[config.mk]
export PLATFORM = sky130hd
export DESIGN_NAME = regfile_dump
export DESIGN_NICKNAME = d
export VERILOG_FILES = /design/src/rtl/regfile_dump.sv
export SDC_FILE = /design/constraint.sdc
export NUM_CORES = 2
export LEC_CHECK = 0
export BUFFER_PORTS_ARGS = -buffer_cell sky130_fd_sc_hd__buf_2
export CAP_MARGIN = 5
export CORE_MARGIN = 2
export CORE_UTILIZATION = 35
export DETAILED_ROUTE_END_ITERATION = 8
export HOLD_SLACK_MARGIN = 0.15
export PLACE_DENSITY = 0.58
export REMOVE_ABC_BUFFERS = 1
export SLEW_MARGIN = 10
export SYNTH_ARGS = -nofsm -noshare
export SYNTH_HDL_FRONTEND = slang
export SYNTH_SLANG_ARGS = --single-unit
[constraint.sdc]
create_clock -name clk -period 2.25 [get_ports clk]
set_clock_uncertainty 0.1 [all_clocks]
set_input_delay 0.225 -clock clk [delete_from_list [all_inputs] [get_ports clk]]
set_output_delay 0.225 -clock clk [all_outputs]
set_load 0.01 [all_outputs]
[src/rtl/regfile_dump.sv]
// regfile_dump: RV32I integer register file (x0 hard-wired to zero) with two
// combinational read ports, one write port, and a debug dump engine that
// streams x0..x(NREG-1) out over a valid/ready handshake.
// Optional feature macro: WRITE_BYPASS_EN
//   defined   -> same-cycle write data is forwarded to the read ports and to a
//                dump beat loaded on the write edge of the same index.
//   undefined -> reads and dump loads see the pre-write register value.
module regfile_dump #(
    parameter int XLEN = 32,
    parameter int NREG = 32,
    parameter int AW   = 5
) (
    input  logic            clk,
    input  logic            rst,
    input  logic [AW-1:0]   rs1_addr,
    output logic [XLEN-1:0] rs1_data,
    input  logic [AW-1:0]   rs2_addr,
    output logic [XLEN-1:0] rs2_data,
    input  logic            we,
    input  logic [AW-1:0]   rd_addr,
    input  logic [XLEN-1:0] rd_data,
    input  logic            dump_start,
    output logic            dump_busy,
    output logic            dump_valid,
    input  logic            dump_ready,
    output logic [AW-1:0]   dump_idx,
    output logic [XLEN-1:0] dump_data,
    output logic            dump_done
);

    typedef enum logic [1:0] {
        ST_IDLE = 2'd0,
        ST_SCAN = 2'd1,
        ST_DONE = 2'd2
    } state_t;

    localparam logic [AW-1:0]   IDX_ZERO  = {AW{1'b0}};
    localparam logic [AW-1:0]   IDX_ONE   = {{(AW-1){1'b0}}, 1'b1};
    localparam logic [AW-1:0]   IDX_LAST  = AW'(NREG - 1);
    localparam logic [XLEN-1:0] DATA_ZERO = {XLEN{1'b0}};

    logic [XLEN-1:0] regs_r [NREG];

    state_t          state_r;
    state_t          state_nxt_s;
    logic            valid_r;
    logic            busy_r;
    logic            done_r;
    logic [AW-1:0]   idx_r;
    logic [XLEN-1:0] data_r;

    logic            valid_nxt_s;
    logic            busy_nxt_s;
    logic            done_nxt_s;
    logic [AW-1:0]   idx_nxt_s;
    logic [XLEN-1:0] data_nxt_s;

    logic            wr_en_s;
    logic            accept_s;
    logic            last_s;
    logic [AW-1:0]   idx_inc_s;
    logic [XLEN-1:0] load_data_s;

    // x0 is never written, so a write to index 0 is simply dropped.
    assign wr_en_s   = we && (rd_addr != IDX_ZERO);
    assign accept_s  = valid_r && dump_ready;
    assign last_s    = (idx_r == IDX_LAST);
    assign idx_inc_s = idx_r + IDX_ONE;

`ifdef WRITE_BYPASS_EN
    // Forward write data to a read of the index being written this cycle.
    assign rs1_data = (rs1_addr == IDX_ZERO) ? DATA_ZERO :
                      (wr_en_s && (rd_addr == rs1_addr)) ? rd_data : regs_r[rs1_addr];
    assign rs2_data = (rs2_addr == IDX_ZERO) ? DATA_ZERO :
                      (wr_en_s && (rd_addr == rs2_addr)) ? rd_data : regs_r[rs2_addr];
    // A dump beat loaded on the write edge of its own index takes the new value.
    assign load_data_s = (wr_en_s && (rd_addr == idx_inc_s)) ? rd_data : regs_r[idx_inc_s];
`else
    // Reads return the stored value; a same-cycle write becomes visible next cycle.
    assign rs1_data = (rs1_addr == IDX_ZERO) ? DATA_ZERO : regs_r[rs1_addr];
    assign rs2_data = (rs2_addr == IDX_ZERO) ? DATA_ZERO : regs_r[rs2_addr];
    // Dump loads sample the pre-write register value.
    assign load_data_s = regs_r[idx_inc_s];
`endif

    // Register array storage: cleared on reset, written by the WB stage.
    always_ff @(posedge clk) begin
        if (rst) begin
            for (int i = 0; i < NREG; i++) begin
                regs_r[i] <= DATA_ZERO;
            end
        end else if (wr_en_s) begin
            regs_r[rd_addr] <= rd_data;
        end
    end

    // Dump FSM state and registered dump outputs.
    always_ff @(posedge clk) begin
        if (rst) begin
            state_r <= ST_IDLE;
            valid_r <= 1'b0;
            busy_r  <= 1'b0;
            done_r  <= 1'b0;
            idx_r   <= IDX_ZERO;
            data_r  <= DATA_ZERO;
        end else begin
            state_r <= state_nxt_s;
            valid_r <= valid_nxt_s;
            busy_r  <= busy_nxt_s;
            done_r  <= done_nxt_s;
            idx_r   <= idx_nxt_s;
            data_r  <= data_nxt_s;
        end
    end

    // Next-state logic: start only from IDLE, leave SCAN after the last beat.
    always_comb begin
        state_nxt_s = state_r;
        case (state_r)
            ST_IDLE: begin
                if (dump_start) begin
                    state_nxt_s = ST_SCAN;
                end else begin
                    state_nxt_s = ST_IDLE;
                end
            end
            ST_SCAN: begin
                if (accept_s && last_s) begin
                    state_nxt_s = ST_DONE;
                end else begin
                    state_nxt_s = ST_SCAN;
                end
            end
            ST_DONE: begin
                state_nxt_s = ST_IDLE;
            end
            default: begin
                state_nxt_s = ST_IDLE;
            end
        endcase
    end

    // Output logic: next values of the registered beat, busy and done flags.
    always_comb begin
        valid_nxt_s = 1'b0;
        busy_nxt_s  = 1'b0;
        done_nxt_s  = 1'b0;
        idx_nxt_s   = idx_r;
        data_nxt_s  = data_r;
        case (state_r)
            ST_IDLE: begin
                if (dump_start) begin
                    valid_nxt_s = 1'b1;
                    busy_nxt_s  = 1'b1;
                    idx_nxt_s   = IDX_ZERO;
                    data_nxt_s  = DATA_ZERO;
                end else begin
                    valid_nxt_s = 1'b0;
                    busy_nxt_s  = 1'b0;
                end
            end
            ST_SCAN: begin
                busy_nxt_s = 1'b1;
                if (accept_s) begin
                    if (last_s) begin
                        valid_nxt_s = 1'b0;
                        done_nxt_s  = 1'b1;
                    end else begin
                        valid_nxt_s = 1'b1;
                        idx_nxt_s   = idx_inc_s;
                        data_nxt_s  = load_data_s;
                    end
                end else begin
                    // Stall: beat held unchanged, later writes do not disturb it.
                    valid_nxt_s = 1'b1;
                end
            end
            ST_DONE: begin
                valid_nxt_s = 1'b0;
                busy_nxt_s  = 1'b0;
                done_nxt_s  = 1'b0;
            end
            default: begin
                valid_nxt_s = 1'b0;
                busy_nxt_s  = 1'b0;
                done_nxt_s  = 1'b0;
            end
        endcase
    end

    assign dump_valid = valid_r;
    assign dump_busy  = busy_r;
    assign dump_done  = done_r;
    assign dump_idx   = idx_r;
    assign dump_data  = data_r;

endmodule

==> Word-level counts from Yosys, hierarchy flattened <==
Memories as Yosys holds them, arrays and structs flattened.
Cells that the tools add are included.
W data, S select, Z words.
{ "op_classes": {"addsub": 1, "n_eq_ne": 5, "n_mux": 27, "bitwise": 2, "n_reduce_logical": 11} }
{ "op_table": {"columns": ["op", "n"], "rows": [
  ["$mux W32", 6],
  ["$pmux W32 S2", 1],
  ["$reduce_or A32 Y1", 1],
  ["$mux W5", 4],
  ["$mux W1", 11],
  ["$logic_not A5 Y1", 2],
  ["$pmux W5 S2", 1],
  ["$ne A2 B2 Y1 const B", 3],
  ["$add A5 B1 Y5 const B", 1],
  ["$eq A5 B5 Y1 const B", 1],
  ["$reduce_bool A5 Y1", 1],
  ["$pmux W1 S2", 2],
  ["$pmux W2 S2", 1],
  ["$reduce_and A4 Y1", 1],
  ["$logic_and A1 B1 Y1", 3],
  ["$reduce_or A3 Y1", 1],
  ["$eq A2 B1 Y1 const B", 1],
  ["$logic_not A2 Y1", 1],
  ["$mux W2", 1],
  ["$not A1 Y1", 2],
  ["$reduce_bool A2 Y1", 1]
]} }
{ "word_totals": {"regBits": 42, "ramBits": 1024, "input_bits": 52, "out_inout_bits": 104, "memories": 1} }
{ "mem_list": {"columns": ["name", "depth", "width", "rd", "rd_ports_with_merged_regs", "write_ports", "line", "text"], "rows": [
  ["regs_r", 32, 32, 3, 0, 32, "42", "logic [XLEN-1:0] regs_r [NREG];"]
]} }

==> Logic depth before layout (Yosys ltp) <==
{ "depth": {"word_depth": 7, "depth_mapped": 10} }

==> Least setup slack after synthesis <==
OpenSTA, ideal clock, no wires.
{ "synth_timing": {"path_kind": "reg-to-reg", "from": "register idx_r[0] (netlist: dump_idx[0])", "to": "register data_r[11] (netlist: dump_data[11])", "setup_time_ps": 63, "arrival_ps": 2382, "t_required_ps": 2087, "setup_slack_ps": -294, "stages_incl_launch_ff": 11, "path_cell_list": "dfxtp_1 > ha_1 > buf_2 > and3_1 > ha_1 > nor3_1 > nand2_1 > nor2_1 > clkbuf_1 > a32oi_1 > nand3_1"} }
{ "synth_via": {"elab_chain_cells": 5, "word_cells_on_any_way": 8, "classes_between": "add/sub: 1; eq/ne: 2; mux: 3; reduce/logical: 1; memory: 1"} }
{ "synth_lines": {"columns": ["item", "line", "text"], "rows": [
  ["from (decl)", "49", "logic [AW-1:0] idx_r;"],
  ["from (signal assigned)", "111", "idx_r <= idx_nxt_s;"],
  ["$add A5 B1 Y5", "68", "assign idx_inc_s = idx_r + IDX_ONE;"],
  ["$mem_v2 Z32 W32", null, null],
  ["$mux W32", "165", "if (last_s) begin"],
  ["$mux W32", "164", "if (accept_s) begin"],
  ["$pmux W32 S2", "150", "case (state_r)"],
  ["to (signal assigned)", "112", "data_r <= data_nxt_s;"],
  ["to (decl)", "50", "logic [XLEN-1:0] data_r;"]
]} }
Parallel ways exist; a longest one is shown, timed or not. The select of a mux whose other input is x is not followed.
A chain may end at the register's enable or synchronous reset.

==> flow_summary.yaml <==
placed_design:
  place_congestion: 0.922
  portBuffers: 155
  dp_slack_ps: -402
  hpwlAfterDp_microns: 168000
  postPlaceCellArea_sq_mm: 0.0726
  numPlacedInstances: 7034
cts:
  cts_tree: "yes"
  clkSinkCount: 1066
  ctsLongestPathBuffers: 3
  numCtsBuffers: 118
  insertion_delay_ps: 790
  htree_levels: 3
  cts-root-buf: "clkbuf_16"
  cts.clk_slew.worst_paths_ps: 60
yosys:
  syn_avg_cell_area_sq_um: 14.3
  synth_cells: 4458
  ys_seq_area_frac: 0.494
  synth-seq-cells: 1066
  ys_types: 48
  async_flop_share: 0
  synth_edf_count: 1024
  synthFlopType: "edfxtp_1"
  yosysWarnings: 0
  syn_area_sq_mm: 0.0640
grt:
  first_global_vias: 45605
  grt_overflow_total: 0
  antenna_found_initial: 23
  grt_max_degree: 48
  grt_use_total: 0.276
  grt_pass1_wl_microns: 358000
finish:
  final_cell_count_no_fill: 7415
  drive_gt1_frac: 0.391
  final_area_sq_mm: 0.0797
  nets: 4980
  syn2layout_area_growth_pct: 24.6
  final_util: 0.440
die:
  placement_rows: 156
  die_area_sq_mm: 0.186
  die_width_microns: 432
  pin_count: 156
  die_h_microns: 432
  core_sq_mm: 0.181
  start_util: 0.353
routing:
  finalWirelength_microns: 265000
  drtAntennaViolNets: 0
  drc: 0
  wl_per_cell_microns: 35.8
  via_per_inst: 6.26
  firstDrtPassIters: 6
  drt_iter0_drc: 7294
  vias: 46418
worst_setup_path:
  crit_family: "multiplexers"
  cp_cell_sequence: "mux4_2, mux4_2, inv_2, o21ai_4, buf_2"
  cp_max_fo: 3
  worstPathArrival_ps: 2590
  critPathKind: "reg2out"
  critPathRequiredTime_ps: 1920
  crit_path_start_kind: "register"
  end_kind: "output port"
  cpMostUsedCell: "mux4_2"
  worst-path-buf-inv: 2
  cpMaxStageDelayCell: "mux4_2"
  crit_cells: 5
  reg2regPathDepth: 9
  max_stage_delay_ps: 490
run:
  max-cap-violations: 0
power_and_ir_drop:
  p_leak_nw: 27.7
  ir_drop_uv: 682
  powerDensity_mw_per_mm2: 652
sta:
  hold_violations: 0
  fmax_ghz: 0.343
  finalCriticalPeriod_ps: 2910
  slew_headroom: 0.549
  worst_pin_slew_ps: 677
  finalMaxSlewViolations: 0
  rsz0062_at_grt: "true"
  timing.final.ws_setup_ps: -663
  holdWs_ps: 216
  setup_viol: 78
  period_share: 1.29
outcome:
  status: "complete, but fails checks"
  failed_checks: "setup timing"
hold_path:
  hold_class: "in2reg"
  whs_path_depth: 4
[path summary, 6_finish.rpt]
path                               startpoint            end  slack (ps)
worst max-delay path            regs_r[13][7]    rs1_data[7]        -660
worst min register to register  dump_data[18]  dump_data[18]         380
worst max register to register    dump_idx[0]  dump_data[15]         -30
worst min-delay path               dump_start      dump_busy         220
[Yosys cell counts, drive strengths merged, types with 3 or more instances]
cell / instances / area, sq um
nand4: 50 / 313
a32oi: 77 / 674
and2: 997 / 6240
inv: 68 / 255
nand3: 160 / 801
edfxtp: 1024 / 30700
mux4: 780 / 17600
xnor2: 3 / 33.8
o22a: 12 / 105
or2: 31 / 194
buf: 182 / 1190
nand3b: 5 / 37.5
clkbuf: 298 / 1120
dfxtp: 42 / 841
mux2i: 124 / 1240
o21ai: 65 / 325
a21oi: 4 / 20.0
nand2b: 4 / 25.0
nor2: 45 / 169
a22oi: 20 / 150
nand2: 438 / 1640
[per-stage QoR]
stage / power (mW) / TNS [ps]
after floorplan: 27.5 / -734460
after global placement: 31.4 / -23530
after detailed placement: 31.5 / -23700
after CTS: 51.8 / -40980
after global routing: 53.2 / -41930
final: 52.0 / -38590
[per-layer routing]
metal | GRT usage | wire [microns]
met5 | 0 | 72
met2 | 0.423 | 120000
met3 | 0.0719 | 32900
met1 | 0.355 | 95100
met4 | 0.157 | 17200
[cell usage in the layout, fill, tap and decap left out, types with 35 or more instances in the layout]
| master | instances |
|---|---|
| nor2_4 | 36 |
| inv_1 | 60 |
| clkbuf_1 | 35 |
| dlygate4sd3_1 | 35 |
| buf_4 | 310 |
| buf_12 | 229 |
| nand2_1 | 371 |
| and2_1 | 994 |
| a32oi_1 | 68 |
| nand4_1 | 50 |
| mux4_2 | 780 |
| nand2_2 | 44 |
| mux2i_1 | 122 |
| clkbuf_16 | 138 |
| buf_2 | 114 |
| buf_6 | 59 |
| nand3_1 | 152 |
| dfxtp_1 | 39 |
| edfxtp_1 | 1024 |
[cell families (layout without fill, tap and decap cells)]
group,Yosys count,in the layout,synth area share
AND/OR/NAND/NOR,1745,1745,0.149
flip-flops,1066,1066,0.494
multiplexers,906,906,0.295
buffers and inverters,548,1090,0.0401
AO/OA/AOI/OAI,186,186,0.0209
XOR/XNOR,4,4,0.000783
adder cells (fa/ha/maj),2,2,0.000391
other,1,46,0.0000586
[layout make-up]
type,count,area (sq um)
Fill cell,15829,101000
Timing Repair Buffer,797,9690
Inverter,68,255
Multi-Input combinational cell,2875,31200
Sequential cell,1066,31600
Tap cell,2370,2970
Clock buffer,162,3220
Clock inverter,63,679
Antenna cell,14,35.0
[registers in the layout, summed over array words and instances, names as in the netlist]
register,flops
dump_busy,1
dump_data,32
dump_done,1
dump_idx,5
dump_valid,1
regs_r,1024
state_r,2
[worst reg2reg max path: cells and delay by family, from the launching register on]
family / cells / cell delay, ps
AND/OR/NAND/NOR: 5 / 960
adder cells (fa/ha/maj): 2 / 430
buffers and inverters: 2 / 370
flip-flops: 1 / 360
[repair_timing]
action / in CTS / in global routing
gates cloned: 10 / 20
hold buffers: 35 / 0
resized for setup: 231 / 108
setup endpoints to repair: 96 / 95
hold endpoints to repair: 1018 / 0
pin swaps: 23 / 61
setup buffers: 37 / 52
[power by group]
part | internal [mW] | switching, mW | total [mW]
clock | 11.4 | 8.65 | 20.0
combinational | 4.08 | 4.16 | 8.24
sequential | 22.8 | 0.880 | 23.7
total | 38.3 | 13.7 | 52.0
No activity file was read; power rests on OpenSTA's default activity.
